## config.mk

```make
export PLATFORM = sky130hd
export DESIGN_NAME = u409_ata_timing_flat
export DESIGN_NICKNAME = d
export VERILOG_FILES = /design/src/rtl/u409_ata_timing_pkg.sv /design/src/rtl/u409_ata_timing_if.sv /design/src/rtl/u409_ata_timing_cnt.sv /design/src/rtl/u409_ata_timing.sv /design/src/flat_wrapper.sv
export SDC_FILE = /design/constraint.sdc
export NUM_CORES = 1
export LEC_CHECK = 0
export ABC_AREA = 1
export BUFFER_PORTS_ARGS = -buffer_cell sky130_fd_sc_hd__buf_2
export CORE_AREA = 2 2 56 58
export DETAILED_ROUTE_END_ITERATION = 8
export DIE_AREA = 0 0 58 60
export GPL_ROUTABILITY_DRIVEN = 1
export SLEW_MARGIN = 20
export SYNTH_ARGS = -nofsm -noshare
export SYNTH_HDL_FRONTEND = slang
export SYNTH_SLANG_ARGS = --single-unit
```

## constraint.sdc

```tcl
create_clock -name CLK40 -period 2.2 [get_ports CLK40]
set_input_delay 0.22 -clock CLK40 [delete_from_list [all_inputs] [get_ports CLK40]]
set_output_delay 0.22 -clock CLK40 [all_outputs]
set_load 0.01 [all_outputs]
```

## src/rtl/u409_ata_timing_pkg.sv

```systemverilog
// Shared state encoding, request attributes and default PIO timing
// constants for the ATA PIO strobe timing generator.
package u409_pkg;

    localparam int unsigned CNT_W = 6;

    localparam int unsigned D_M0_SETUP    = 3;
    localparam int unsigned D_M0_STROBE   = 7;
    localparam int unsigned D_M0_RECOVER  = 14;
    localparam int unsigned D_M4_SETUP    = 1;
    localparam int unsigned D_M4_STROBE   = 3;
    localparam int unsigned D_M4_RECOVER  = 1;
    localparam int unsigned D_RDY_TIMEOUT = 50;

    typedef enum logic [2:0] {
        ST_IDLE,
        ST_SETUP,
        ST_STROBE,
        ST_EXTEND,
        ST_RECOVER
    } state_t;

    typedef struct packed {
        logic rnw;
        logic sec;
        logic mode4;
    } req_t;

    // A phase of n clocks counts n-1 down to 0.
    function automatic logic [CNT_W-1:0] ld_val(input int unsigned n);
        return CNT_W'(n - 1);
    endfunction

endpackage

```

## src/rtl/u409_ata_timing_if.sv

```systemverilog
// CPU-side start strobe, channel mode selects, IORDY and ATA strobe
// outputs of the PIO timing generator.
interface u409_ata_timing_if;
    logic TSn;
    logic RnW;
    logic ATA_SPACE;
    logic SEC;
    logic PPIO;
    logic SPIO;
    logic IORDY;
    logic DIORn;
    logic DIOWn;
    logic ATA_TACK;
    logic ATA_BUSY;
    logic RDY_TO;

    modport master (
        output TSn, RnW, ATA_SPACE, SEC, PPIO, SPIO, IORDY,
        input  DIORn, DIOWn, ATA_TACK, ATA_BUSY, RDY_TO
    );

    modport slave (
        input  TSn, RnW, ATA_SPACE, SEC, PPIO, SPIO, IORDY,
        output DIORn, DIOWn, ATA_TACK, ATA_BUSY, RDY_TO
    );
endinterface

```

## src/rtl/u409_ata_timing_cnt.sv

```systemverilog
// Loadable 6-bit down-counter; holds at zero and flags the terminal count.
module u409_ata_cnt
    import u409_pkg::*;
(
    input  logic             CLK40,
    input  logic             RESET,
    input  logic             i_load,
    input  logic [CNT_W-1:0] i_val,
    output logic             o_tc
);

    logic [CNT_W-1:0] r_cnt;

    always_ff @(posedge CLK40) begin
        if (RESET) begin
            r_cnt <= '0;
        end else if (i_load) begin
            r_cnt <= i_val;
        end else if (r_cnt != '0) begin
            r_cnt <= r_cnt - 1'b1;
        end
    end

    assign o_tc = (r_cnt == '0);

endmodule

```

## src/rtl/u409_ata_timing.sv

```systemverilog
// ATA PIO mode 0 / mode 4 strobe sequencer with IORDY extension,
// timeout and a single pending request slot.
module u409_ata_timing
    import u409_pkg::*;
#(
    parameter int unsigned M0_SETUP    = D_M0_SETUP,
    parameter int unsigned M0_STROBE   = D_M0_STROBE,
    parameter int unsigned M0_RECOVER  = D_M0_RECOVER,
    parameter int unsigned M4_SETUP    = D_M4_SETUP,
    parameter int unsigned M4_STROBE   = D_M4_STROBE,
    parameter int unsigned M4_RECOVER  = D_M4_RECOVER,
    parameter int unsigned RDY_TIMEOUT = D_RDY_TIMEOUT
) (
    input  logic              CLK40,
    input  logic              RESET,
    u409_ata_timing_if.slave  ata
);

    state_t           r_state;
    state_t           w_nxt;
    req_t             r_cur;
    req_t             r_pend;
    req_t             w_in;
    req_t             w_nxt_req;
    logic             r_pend_v;
    logic             w_start;
    logic             w_tc;
    logic             w_load;
    logic [CNT_W-1:0] w_ld_val;
    logic             w_fin;
    logic             w_strobe;
    logic             w_diorn;
    logic             w_diown;
    logic             w_tack;
    logic             w_busy;
    logic             w_rdy_to;

    assign w_start = !ata.TSn && ata.ATA_SPACE;
    assign w_in    = '{rnw:   ata.RnW,
                       sec:   ata.SEC,
                       mode4: ata.SEC ? ata.SPIO : ata.PPIO};
    assign w_fin   = (r_state == ST_RECOVER) && w_tc;

    always_ff @(posedge CLK40) begin
        if (RESET) begin
            r_state <= ST_IDLE;
        end else begin
            r_state <= w_nxt;
        end
    end

    always_comb begin
        w_nxt     = r_state;
        w_nxt_req = r_cur;
        unique case (r_state)
            ST_IDLE: begin
                if (w_start) begin
                    w_nxt     = ST_SETUP;
                    w_nxt_req = w_in;
                end
            end
            ST_SETUP: begin
                if (w_tc) w_nxt = ST_STROBE;
            end
            ST_STROBE: begin
                if (w_tc) w_nxt = ata.IORDY ? ST_RECOVER : ST_EXTEND;
            end
            ST_EXTEND: begin
                if (ata.IORDY || w_tc) w_nxt = ST_RECOVER;
            end
            ST_RECOVER: begin
                if (w_tc) begin
                    if (r_pend_v) begin
                        w_nxt     = ST_SETUP;
                        w_nxt_req = r_pend;
                    end else if (w_start) begin
                        w_nxt     = ST_SETUP;
                        w_nxt_req = w_in;
                    end else begin
                        w_nxt     = ST_IDLE;
                    end
                end
            end
            default: w_nxt = ST_IDLE;
        endcase
    end

    always_comb begin
        w_strobe = (r_state == ST_STROBE) || (r_state == ST_EXTEND);
        w_diorn  = !(w_strobe && r_cur.rnw);
        w_diown  = !(w_strobe && !r_cur.rnw);
        w_busy   = (r_state != ST_IDLE);
        w_tack   = 1'b0;
        w_rdy_to = 1'b0;
        if (!RESET) begin
            if (r_state == ST_STROBE) begin
                w_tack = w_tc && ata.IORDY;
            end else if (r_state == ST_EXTEND) begin
                w_tack   = ata.IORDY || w_tc;
                w_rdy_to = w_tc && !ata.IORDY;
            end
        end
    end

    assign ata.DIORn    = w_diorn;
    assign ata.DIOWn    = w_diown;
    assign ata.ATA_TACK = w_tack;
    assign ata.ATA_BUSY = w_busy;
    assign ata.RDY_TO   = w_rdy_to;

    // Attributes are frozen at latch time so mode pins can move mid-cycle.
    always_ff @(posedge CLK40) begin
        if (RESET) begin
            r_cur    <= '0;
            r_pend   <= '0;
            r_pend_v <= 1'b0;
        end else begin
            r_cur <= w_nxt_req;
            if (w_fin && r_pend_v) begin
                r_pend_v <= 1'b0;
            end else if (w_start && !r_pend_v && !w_fin
                         && r_state != ST_IDLE) begin
                r_pend_v <= 1'b1;
                r_pend   <= w_in;
            end
        end
    end

    assign w_load = (w_nxt != r_state);

    always_comb begin
        w_ld_val = '0;
        unique case (w_nxt)
            ST_SETUP:
                w_ld_val = ld_val(w_nxt_req.mode4 ? M4_SETUP : M0_SETUP);
            ST_STROBE:
                w_ld_val = ld_val(w_nxt_req.mode4 ? M4_STROBE : M0_STROBE);
            ST_EXTEND:
                w_ld_val = ld_val(RDY_TIMEOUT);
            ST_RECOVER:
                w_ld_val = ld_val(w_nxt_req.mode4 ? M4_RECOVER : M0_RECOVER);
            default:
                w_ld_val = '0;
        endcase
    end

    u409_ata_cnt u_cnt (
        .CLK40  (CLK40),
        .RESET  (RESET),
        .i_load (w_load),
        .i_val  (w_ld_val),
        .o_tc   (w_tc)
    );

endmodule
```

## src/flat_wrapper.sv

```systemverilog
// flat-port wrapper written by rule: the top's interface ports become plain ports
module u409_ata_timing_flat import u409_pkg::*;
#(
    parameter int unsigned M0_SETUP    = D_M0_SETUP,
    parameter int unsigned M0_STROBE   = D_M0_STROBE,
    parameter int unsigned M0_RECOVER  = D_M0_RECOVER,
    parameter int unsigned M4_SETUP    = D_M4_SETUP,
    parameter int unsigned M4_STROBE   = D_M4_STROBE,
    parameter int unsigned M4_RECOVER  = D_M4_RECOVER,
    parameter int unsigned RDY_TIMEOUT = D_RDY_TIMEOUT
)
  (CLK40, RESET, ata_TSn, ata_RnW, ata_ATA_SPACE, ata_SEC, ata_PPIO, ata_SPIO, ata_IORDY, ata_DIORn, ata_DIOWn, ata_ATA_TACK, ata_ATA_BUSY, ata_RDY_TO);
  u409_ata_timing_if ata_i ();
  input  logic CLK40;
  input  logic RESET;
  input wire logic [$bits(ata_i.TSn)-1:0] ata_TSn;
  input wire logic [$bits(ata_i.RnW)-1:0] ata_RnW;
  input wire logic [$bits(ata_i.ATA_SPACE)-1:0] ata_ATA_SPACE;
  input wire logic [$bits(ata_i.SEC)-1:0] ata_SEC;
  input wire logic [$bits(ata_i.PPIO)-1:0] ata_PPIO;
  input wire logic [$bits(ata_i.SPIO)-1:0] ata_SPIO;
  input wire logic [$bits(ata_i.IORDY)-1:0] ata_IORDY;
  output wire logic [$bits(ata_i.DIORn)-1:0] ata_DIORn;
  output wire logic [$bits(ata_i.DIOWn)-1:0] ata_DIOWn;
  output wire logic [$bits(ata_i.ATA_TACK)-1:0] ata_ATA_TACK;
  output wire logic [$bits(ata_i.ATA_BUSY)-1:0] ata_ATA_BUSY;
  output wire logic [$bits(ata_i.RDY_TO)-1:0] ata_RDY_TO;
  assign ata_i.TSn = ata_TSn;
  assign ata_i.RnW = ata_RnW;
  assign ata_i.ATA_SPACE = ata_ATA_SPACE;
  assign ata_i.SEC = ata_SEC;
  assign ata_i.PPIO = ata_PPIO;
  assign ata_i.SPIO = ata_SPIO;
  assign ata_i.IORDY = ata_IORDY;
  assign ata_DIORn = ata_i.DIORn;
  assign ata_DIOWn = ata_i.DIOWn;
  assign ata_ATA_TACK = ata_i.ATA_TACK;
  assign ata_ATA_BUSY = ata_i.ATA_BUSY;
  assign ata_RDY_TO = ata_i.RDY_TO;
  u409_ata_timing #(.M0_SETUP(M0_SETUP), .M0_STROBE(M0_STROBE), .M0_RECOVER(M0_RECOVER), .M4_SETUP(M4_SETUP), .M4_STROBE(M4_STROBE), .M4_RECOVER(M4_RECOVER), .RDY_TIMEOUT(RDY_TIMEOUT)) u_core (.CLK40(CLK40), .RESET(RESET), .ata(ata_i));
endmodule
```

==> out/metrics.yaml, run 1 <==
rows: 20
track_usage_pct: 16.1
cts_tree: "built"
fin_crit_ns: 2.05
worstPathCellList: "inv_2 -> nor3_1 -> a21boi_0 -> nand2_1 -> nand3_1 -> nand2_1 -> inv_1 -> ha_1 -> nand3_1 -> nand2_1 -> nand2_1 -> a21oi_1"
core_area_sq_um: 2900
critPathBufInv: 2
drtIter0Drc: 76
clk_path_buf_depth: 2
first_global_vias: 987
cap_violations: 0
synth_top_flop_cell: "dfxtp_1"
dr.pass1.iters: 4
synth-seq-cells: 14
multiInputGateArea_sq_um: 719
hpwl_mm: 2.00
portBuffers: 13
status: "completed"
via_per_inst: 5.08
hold_viol_final: 0
grt_max_degree: 10
final.fill_count: 311
cp_top_family: "simple AND/OR/NAND/NOR gates"
slew_viol_final: 0
fin_crit_sh_pct: 93.3
antenna_found_initial: 0
area_delta_synth_final_pct: 16.8
leakagePower_uw: 0.000672
yosys.area.top_type: "dfxtp_1"
cp.arrival_ns: 2.28
ir_drop_v: 0.000476
grt_pass1_wl_mm: 4.37
async_flop_share_pct: 0
worstPathMaxFanout: 8
seqCellArea_sq_um: 282
worstPathRequired_ns: 2.43
power_density_nw_per_um2: 1150
hp-class: "in -> reg"
route.detailed.drc: 0
synth_area_leaders: "dfxtp_1 (26%), nand2_1 (14%), inv_1 (9.7%), nand3_1 (6.9%), nor2_1 (4.5%)"
drive_gt1_share_pct: 25.0
hold_buffers: 0
nNetsFinal: 201
path_clk_slew_ns: 0.09
setup.worst_path.start_class: "flop"
pre_cts_slack_ns: 0.0179
placed_cells: 218
wl_mm: 2.62
synth_top_area_share_pct: 25.7
io_pins: 14
finalSetupViolations: 0
critPathSlowestCell: "dfxtp_1"
worst_path_most_repeated_cell: "nand2_1"
ant_nets: 0
place_congestion: 0.855
fin_ws_ns: 0.146
numCtsBuffers: 3
die_w_microns: 58
synth_common_cells: "nand2_1 (40), inv_1 (28), nand3_1 (15)"
yosysMostFrequentCell: "nand2_1"
num_vias: 1122
clock-root-buffer: "clkbuf_4"
fin_skew_ns: 0.00341
layout.cells.non_filler: 221
grt_overflow: 0
start_util_pct: 37.5
die_h_microns: 60
timing.fmax_mhz: 487
insertedDiodeCount: 0
cpPeakStageDelay_ns: 0.34
yosysWarnings: 0
synthesis.nets: 180
netlist_instances: 169
crit_type: "reg -> reg"
ys_seq_area_share_pct: 25.7
synthDistinctLibCells: 29
syn-mean-instance-area_sq_um: 6.44
clock-sinks: 14
htreeDepth: 1
worstSkewPairLatency_ns: 0.29
end_kind: "flop"
die_area_sq_um: 3480
synth-edff-count: 0
max_slew_margin_pct: 72.9
tightestPinTransition_ns: 0.404
syn_area_sq_um: 1090
wl_per_cell_microns: 11.9
==> layer usage <==
metal / track usage, % / vias to the layer above / share of wire, %
met3: 2.81 / 3 / 6.4
li1: - / 581 / -
met5: 0 / - / 0
met2: 25.2 / 41 / 45
met4: 5.65 / 0 / 0.95
met1: 22.4 / 497 / 47
==> logic make-up after synthesis <==
| group | share of synthesized area, % |
|---|---|
| simple gates | 45.2 |
| xor+xnor | 2.41 |
| flops | 25.7 |
| fa+ha+maj | 2.30 |
| buf+inv | 10.9 |
| compound gates | 13.4 |
==> where the power goes <==
part | total (uW) | internal, uW | switching [uW]
Clock | 158 | 63.8 | 94.3
Sequential | 362 | 311 | 51.2
Combinational | 937 | 362 | 575
==> cell usage in the layout (no fill, tap or decap), drive strengths merged, types with 2 or more instances in the layout <==
master | netlist | routed
nand2 | 46 | 46
nor2 | 20 | 20
xor2 | 2 | 2
nand3 | 18 | 18
nor3 | 3 | 3
ha | 2 | 2
clkbuf | 0 | 3
nand4 | 5 | 5
dfxtp | 14 | 14
buf | 0 | 16
inv | 31 | 31
a21oi | 10 | 10
o21ai | 12 | 12
==> worst reg2reg max path, cell delays in order, from the launching register on <==
cell and delay [ns]:
dfxtp_1 0.34, inv_2 0.08, nor3_1 0.34, a21boi_0 0.22
nand2_1 0.10, nand3_1 0.14, nand2_1 0.11, inv_1 0.12
ha_1 0.18, nand3_1 0.10, nand2_1 0.08, nand2_1 0.07
a21oi_1 0.12
==> state kept, by name, indices dropped and copies added (netlist names) <==
| name | flops |
|---|---|
| u_core.r_pend | 2 |
| u_core.r_state | 3 |
| u_core.r_pend_v | 1 |
| u_core.u_cnt.r_cnt | 6 |
| u_core.r_cur | 2 |
==> area by class of cell <==
cell class	count	share of cell area, %
multi-input combinational	124	56.6
sequential	14	22.1
inverter	31	9.35
timing repair buffer	16	6.89
tap	33	3.25
clock buffer	3	1.77
==> final timing paths <==
check                                       start               endpoint  slack, ns  cells after the start
worst min register to register   u_core.r_pend[0]       u_core.r_pend[0]       0.46                      2
worst min-delay path                        RESET      u_core.r_state[0]       0.14                      2
worst max register to register  u_core.r_state[2]  u_core.u_cnt.r_cnt[2]       0.15                     12
worst max-delay path            u_core.r_state[2]  u_core.u_cnt.r_cnt[2]       0.15                     12
==> stage by stage <==
stage	utilization, %	hold WS, ns	instance area (sq um)	power [uW]	setup TNS (ns)
global route	43.8	0.168	1270	1570	-0.0162
CTS	42.8	0.149	1240	1410	0
global placement	41.9	0.443	1220	1240	0
detailed placement	41.9	0.444	1220	1250	0
finish	43.8	0.145	1270	1460	0
floorplan	-	0.289	1090	1060	0
==> repair_timing <==
| item | 4_1_cts | 5_1_grt |
|---|---|---|
| resized for setup | 1 | 7 |
| pin swaps | 0 | 1 |
| setup endpoints to repair | 1 | 3 |
| endpoints found under the hold margin | 0 | 0 |
| buffers inserted | 0 | 0 |
(Power assumes the default switching activity.)
==> run 2: changes to the inputs <==
- CORE_AREA: 2 2 56 58 -> 2 2 64 51
- DIE_AREA: 0 0 58 60 -> 0 0 66 53
==> run 2 against run 1 <==
Net effect:
- worst setup slack improved by 0.021 ns
- sequential share of layout area decreased by 1.4 points
- sequential power is essentially flat
- largest cell class unchanged
- largest power group unchanged
- first-iteration DRC count rose by 36%
- die area increased by 0.52%
- combinational power up 9.9%
- critical path type unchanged
- cell count rose by 5.9%
==> out/metrics.yaml, run 2 (same netlist as run 1, synthesis figures left out) <==
insertedDiodeCount: 0  # unchanged
fin_crit_sh_pct: 92.4  # -0.95 points
critPathBufInv: 3  # +1
placed_cells: 225  # +3.2%
clock-root-buffer: "clkbuf_8"
die_area_sq_um: 3500  # +0.52%
core_area_sq_um: 2850  # -1.8%
worstPathMaxFanout: 8  # unchanged
area_delta_synth_final_pct: 24.6
die_h_microns: 53  # -12%
grt_pass1_wl_mm: 4.45  # +1.9%
grt_overflow: 0  # unchanged
top_register: "u_core.u_cnt.r_cnt"
crit_type: "reg -> reg"
cts_tree: "built"
grt.busiest_layer: "met2"
grt_max_degree: 10  # unchanged
clock-sinks: 14  # unchanged
most-common-layout-cells: "nand2_1 (40), inv_1 (26), nand3_1 (14)"
wl_per_cell_microns: 11.6  # -2.0%
portBuffers: 13  # unchanged
status: "completed"
hold_viol_final: 0  # unchanged
start_util_pct: 38.2  # +0.69 points
cp_top_family: "simple AND/OR/NAND/NOR gates"
layout.cells.non_filler: 234  # +5.9%
tightestPinTransition_ns: 0.298  # -0.105 ns
end_kind: "flop"
pre_cts_slack_ns: -0.0377  # -0.0556 ns
grt.met3_usage_pct: 2.98  # +0.16 points
worstPathCellList: "inv_2 -> ha_4 -> nand2_4 -> nor2_8 -> nand3_2 -> nand3_1 -> nor2_2 -> nand2_1 -> nand4_1 -> inv_1 -> ha_1 -> nand3b_1 -> nand2_1 -> inv_1 -> nor2_1"
num_vias: 1174  # +4.6%
antenna_found_initial: 0  # unchanged
drtIter0Drc: 103  # +36%
leakagePower_uw: 0.000715  # +6.4%
finalSetupViolations: 0  # unchanged
max_slew_margin_pct: 80.0  # +7.1 points
use_met2_pct: 25.4  # +0.26 points
cp.arrival_ns: 2.21  # -0.07 ns
worstSkewPairLatency_ns: 0.25  # -0.04 ns
slew_viol_final: 0  # unchanged
fin_crit_ns: 2.03  # -0.0209 ns
ir_drop_v: 0.000513  # +7.7%
place_congestion: 0.952  # +11%
ant_nets: 0  # unchanged
hold_buffers: 0  # unchanged
numCtsBuffers: 3  # unchanged
setup.worst_path.start_class: "flop"
dr.pass1.iters: 4  # unchanged
final.fill_count: 301  # -3.2%
power_density_nw_per_um2: 1190  # +3.5%
first_global_vias: 1012  # +2.5%
rows: 17  # -15%
final_common_cell: "nand2_1"
fin_ws_ns: 0.167  # +0.0209 ns
wl_mm: 2.72  # +3.8%
critPathSlowestCell: "dfxtp_1"
fin_skew_ns: 0.000809  # -0.00260 ns
drive_gt1_share_pct: 28.1  # +3.1 points
htreeDepth: 1  # unchanged
reg_top3: "u_core.u_cnt.r_cnt (6), u_core.r_state (3)"
worstPathRequired_ns: 2.38  # -0.05 ns
hp-class: "in -> reg"
cpPeakStageDelay_ns: 0.31  # -0.03 ns
nNetsFinal: 209  # +4.0%
die_w_microns: 66  # +14%
io_pins: 14  # unchanged
clk_path_buf_depth: 2  # unchanged
placed_area_sq_um: 1240  # +1.7%
cap_violations: 0  # unchanged
track_usage_pct: 16.9  # +0.76 points
route.detailed.drc: 0  # unchanged
grt_use_met1_pct: 23.3  # +0.92 points
post-route-cell-area_sq_um: 1360  # +6.7%
largest_reg_flops: 6  # unchanged
hpwl_mm: 2.00  # -0.22%
setup_tns_ns: 0  # unchanged
timing.fmax_mhz: 492  # +1.0%
path_clk_slew_ns: 0.06  # -0.03 ns
via_per_inst: 5.02  # -1.2%
power.total_uw: 1610  # +10%
## run 2: cell count changes in the layout (fill, tap and decap cells not counted)
cell / change
clkbuf_8: +3
clkbuf_4: -3
nand3_1: +1
buf_4: +7
nor2_1: -1
nor2_2: +1
## run 2: report_power, final
group / switching [uW] / total, uW / internal (uW) / leakage [uW]
logic: 612 / 1030 / 421 / 0.000578
registers: 52.1 / 364 / 311 / 0.000115
clock network: 91.6 / 213 / 121 / 0.0000216
total: 756 / 1610 / 854 / 0.000715
## run 2: worst paths after layout
check / cells after the start / endpoint / slack, ns / start
worst min register to register: 2 / u_core.r_pend[0] / 0.45 / u_core.r_pend[0]
worst max-delay path: 15 / u_core.u_cnt.r_cnt[1] / 0.17 / u_core.u_cnt.r_cnt[0]
worst max register to register: 15 / u_core.u_cnt.r_cnt[1] / 0.17 / u_core.u_cnt.r_cnt[0]
worst min-delay path: 2 / u_core.r_pend_v / 0.21 / RESET
## run 2: stage by stage
step / utilization, % / hold slack (ns)
5_1_grt: 47.6 / 0.213
4_1_cts: 45.0 / 0.209
6_report: 47.6 / 0.210
3_3_place_gp: 43.5 / 0.447
2_1_floorplan: - / 0.289
3_5_place_dp: 43.5 / 0.446
## run 2: worst register-to-register path, delay by kind of cell (launching register included)
kind	cells	cell delay (ns)
adder cells (fa/ha/maj)	2	0.41
buffers and inverters	3	0.19
flip-flops	1	0.31
AND/OR/NAND/NOR	10	1.06
## run 2: per-layer routing
metal,wire [microns],share of wire (%)
met4,36,1.3
met5,0,0
met3,178,6.5
met2,1230,45
met1,1280,47
## run 2: timing repair
| item | CTS | global route |
|---|---|---|
| setup buffers | 0 | 5 |
| gates cloned | 0 | 1 |
| endpoints found under the setup margin | 1 | 3 |
| pin swaps | 0 | 2 |
| gates resized for setup | 1 | 7 |
## run 2: layout make-up
type                       instances  area, sq um  share of cell area (%)
sequential                        14          282                    20.8
inverter                          31          119                    8.76
clock buffer                       3         41.3                    3.04
timing repair buffer              23          140                    10.3
tap                               38         47.5                    3.51
multi-input combinational        125          727                    53.6
==> run 3: changes to the inputs <==
- BUFFER_PORTS_ARGS: -buffer_cell sky130_fd_sc_hd__buf_2 -> -buffer_cell sky130_fd_sc_hd__buf_4
- SKIP_LAST_GASP: not set -> 1
- clock period: 2.2 -> 1.7 ns (I/O delays scaled with it)
==> run 3 against run 2 <==
Net effect:
- the flow now finishes with violations (negative setup slack)
- clock skew increased by 0.0052 ns
- global-route usage increased by 1.4 points
- register-to-register slack got worse by 0.36 ns
- critical path type unchanged
- largest power group unchanged
- highest routed layer unchanged
==> out/metrics.yaml, run 3 (same netlist as run 1, synthesis figures left out) <==
clock-sinks: 14  # unchanged
cp_top_family: "simple AND/OR/NAND/NOR gates"
core_area_sq_um: 2850  # unchanged
io_pins: 14  # unchanged
hpwl_mm: 2.19  # +9.9%
hp-class: "in -> reg"
final.fill_count: 274  # -9.0%
utilization_pct: 58.5  # +11 points
first_global_vias: 1111  # +9.8%
most-common-layout-cells: "buf_4 (53), nand2_1 (38), inv_1 (24)"
drive_gt1_share_pct: 42.5  # +14 points
die_h_microns: 53  # unchanged
final_common_cell: "buf_4"
grt_overflow: 0  # unchanged
via_per_inst: 4.64  # -7.4%
path_clk_slew_ns: 0.06  # about the same
die_w_microns: 66  # unchanged
cts_tree: "built"
hold_viol_final: 0  # unchanged
top_register: "u_core.u_cnt.r_cnt"
seqCellArea_sq_um: 283  # +0.44%
cap_violations: 0  # unchanged
antenna_found_initial: 0  # unchanged
grt_pass1_wl_mm: 4.77  # +7.3%
ant_nets: 0  # unchanged
place_congestion: 0.870  # -8.6%
rsz0062_at_grt: "true"
wl_mm: 2.80  # +2.8%
holdWs_ns: 0.126  # -0.0838 ns
setup_tns_ns: -1.01  # -1.01 ns
finalSetupViolations: 7  # +7
leakagePower_uw: 0.000876  # +22%
placed_cells: 256  # +14%
power_density_nw_per_um2: 1410  # +19%
route.detailed.drc: 0  # unchanged
timing.fmax_mhz: 530  # +7.6%
violations: "negative setup slack"
fin_crit_ns: 1.89  # -0.144 ns
ir_drop_v: 0.000680  # +33%
cpPeakStageDelay_ns: 0.31  # about the same
largest_reg_flops: 6  # unchanged
end_kind: "flop"
num_vias: 1226  # +4.4%
portBuffers: 13  # unchanged
area_delta_synth_final_pct: 53.1
numCtsBuffers: 3  # unchanged
setup.worst_path.start_class: "flop"
htreeDepth: 1  # unchanged
fin_crit_sh_pct: 111  # +19 points
worstPathMaxFanout: 7  # -1
multiInputGateArea_sq_um: 764  # +5.2%
drtIter0Drc: 36  # -65%
max_slew_margin_pct: 81.4  # +1.4 points
nNetsFinal: 238  # +14%
status: "finished with violations"
cp.arrival_ns: 2.07  # -0.14 ns
clk_path_buf_depth: 2  # unchanged
worstPathRequired_ns: 1.88  # -0.50 ns
layout.cells.non_filler: 264  # +13%
track_usage_pct: 18.3  # +1.4 points
fin_skew_ns: 0.00605  # +0.00524 ns
crit_type: "reg -> reg"
worstSkewPairLatency_ns: 0.25  # about the same
start_util_pct: 38.2  # unchanged
clock-root-buffer: "clkbuf_8"
insertedDiodeCount: 0  # unchanged
critPathBufInv: 3  # unchanged
die_area_sq_um: 3500  # unchanged
grt_max_degree: 9  # -1
rows: 17  # unchanged
slew_viol_final: 0  # unchanged
pre_cts_slack_ns: -0.302  # -0.264 ns
critPathSlowestCell: "dfxtp_2"
wl_per_cell_microns: 10.6  # -8.9%
hold_buffers: 0  # unchanged
worstPathCellList: "inv_2 -> ha_4 -> nand3_4 -> a21oi_4 -> nand3_2 -> nor2_2 -> nand2_1 -> nand4_1 -> inv_2 -> ha_4 -> nand3b_1 -> nand2_1 -> inv_1 -> nor2_1"
dr.pass1.iters: 4  # unchanged
fin_ws_ns: -0.188  # -0.356 ns
tightestPinTransition_ns: 0.277  # -0.0211 ns
reg_top3: "u_core.u_cnt.r_cnt (6), u_core.r_state (3)"
run 3: changes by cell type in the layout (fill, tap and decap cells not counted), sizes merged:
cell / previous run / this run
nand3: 19 / 18
clkbuf: 3 / 4
buf: 23 / 53
run 3: metal layers:
layer  vias up  track usage [%]  part of all wire, %
li1        657                -                    -
met1       549             24.7                   52
met5         -                0                    0
met3         4             3.19                  2.9
met4         0             8.16                  1.7
met2        16             28.8                   44
run 3: final cells by class:
type	instances	area share, %
Clock buffer	4	3.30
Inverter	31	7.13
Multi-Input combinational cell	124	45.9
Sequential cell	14	17.0
Tap cell	38	2.85
Timing Repair Buffer	53	23.9
run 3: final timing paths:
check | from | end | slack (ns) | cells past startpoint
worst max-delay path | u_core.u_cnt.r_cnt[1] | u_core.u_cnt.r_cnt[1] | -0.19 | 14
worst min-delay path | RESET | u_core.r_state[0] | 0.13 | 2
worst max register to register | u_core.u_cnt.r_cnt[1] | u_core.u_cnt.r_cnt[1] | -0.19 | 14
worst min register to register | u_core.r_pend[0] | u_core.r_pend[0] | 0.45 | 2
run 3: through the flow:
step | total power, uW | cell area, sq um
CTS | 2340 | 1650
global route | 2560 | 1670
detailed placement | 1880 | 1520
global placement | 1870 | 1520
finish | 2350 | 1670
floorplan | 1400 | 1110
run 3: where the power goes:
group	leakage (uW)	switching (uW)	internal, uW	total (uW)
registers	0.000115	52.5	405	458
logic	0.000732	842	723	1560
clock network	0.0000288	125	205	330
total	0.000876	1020	1330	2350
run 3: repair_timing:
action | in CTS | in global routing
setup endpoints to repair | 7 | 7
buffers inserted | 4 | 0
resized for setup | 10 | 5
pin swaps | 7 | 4
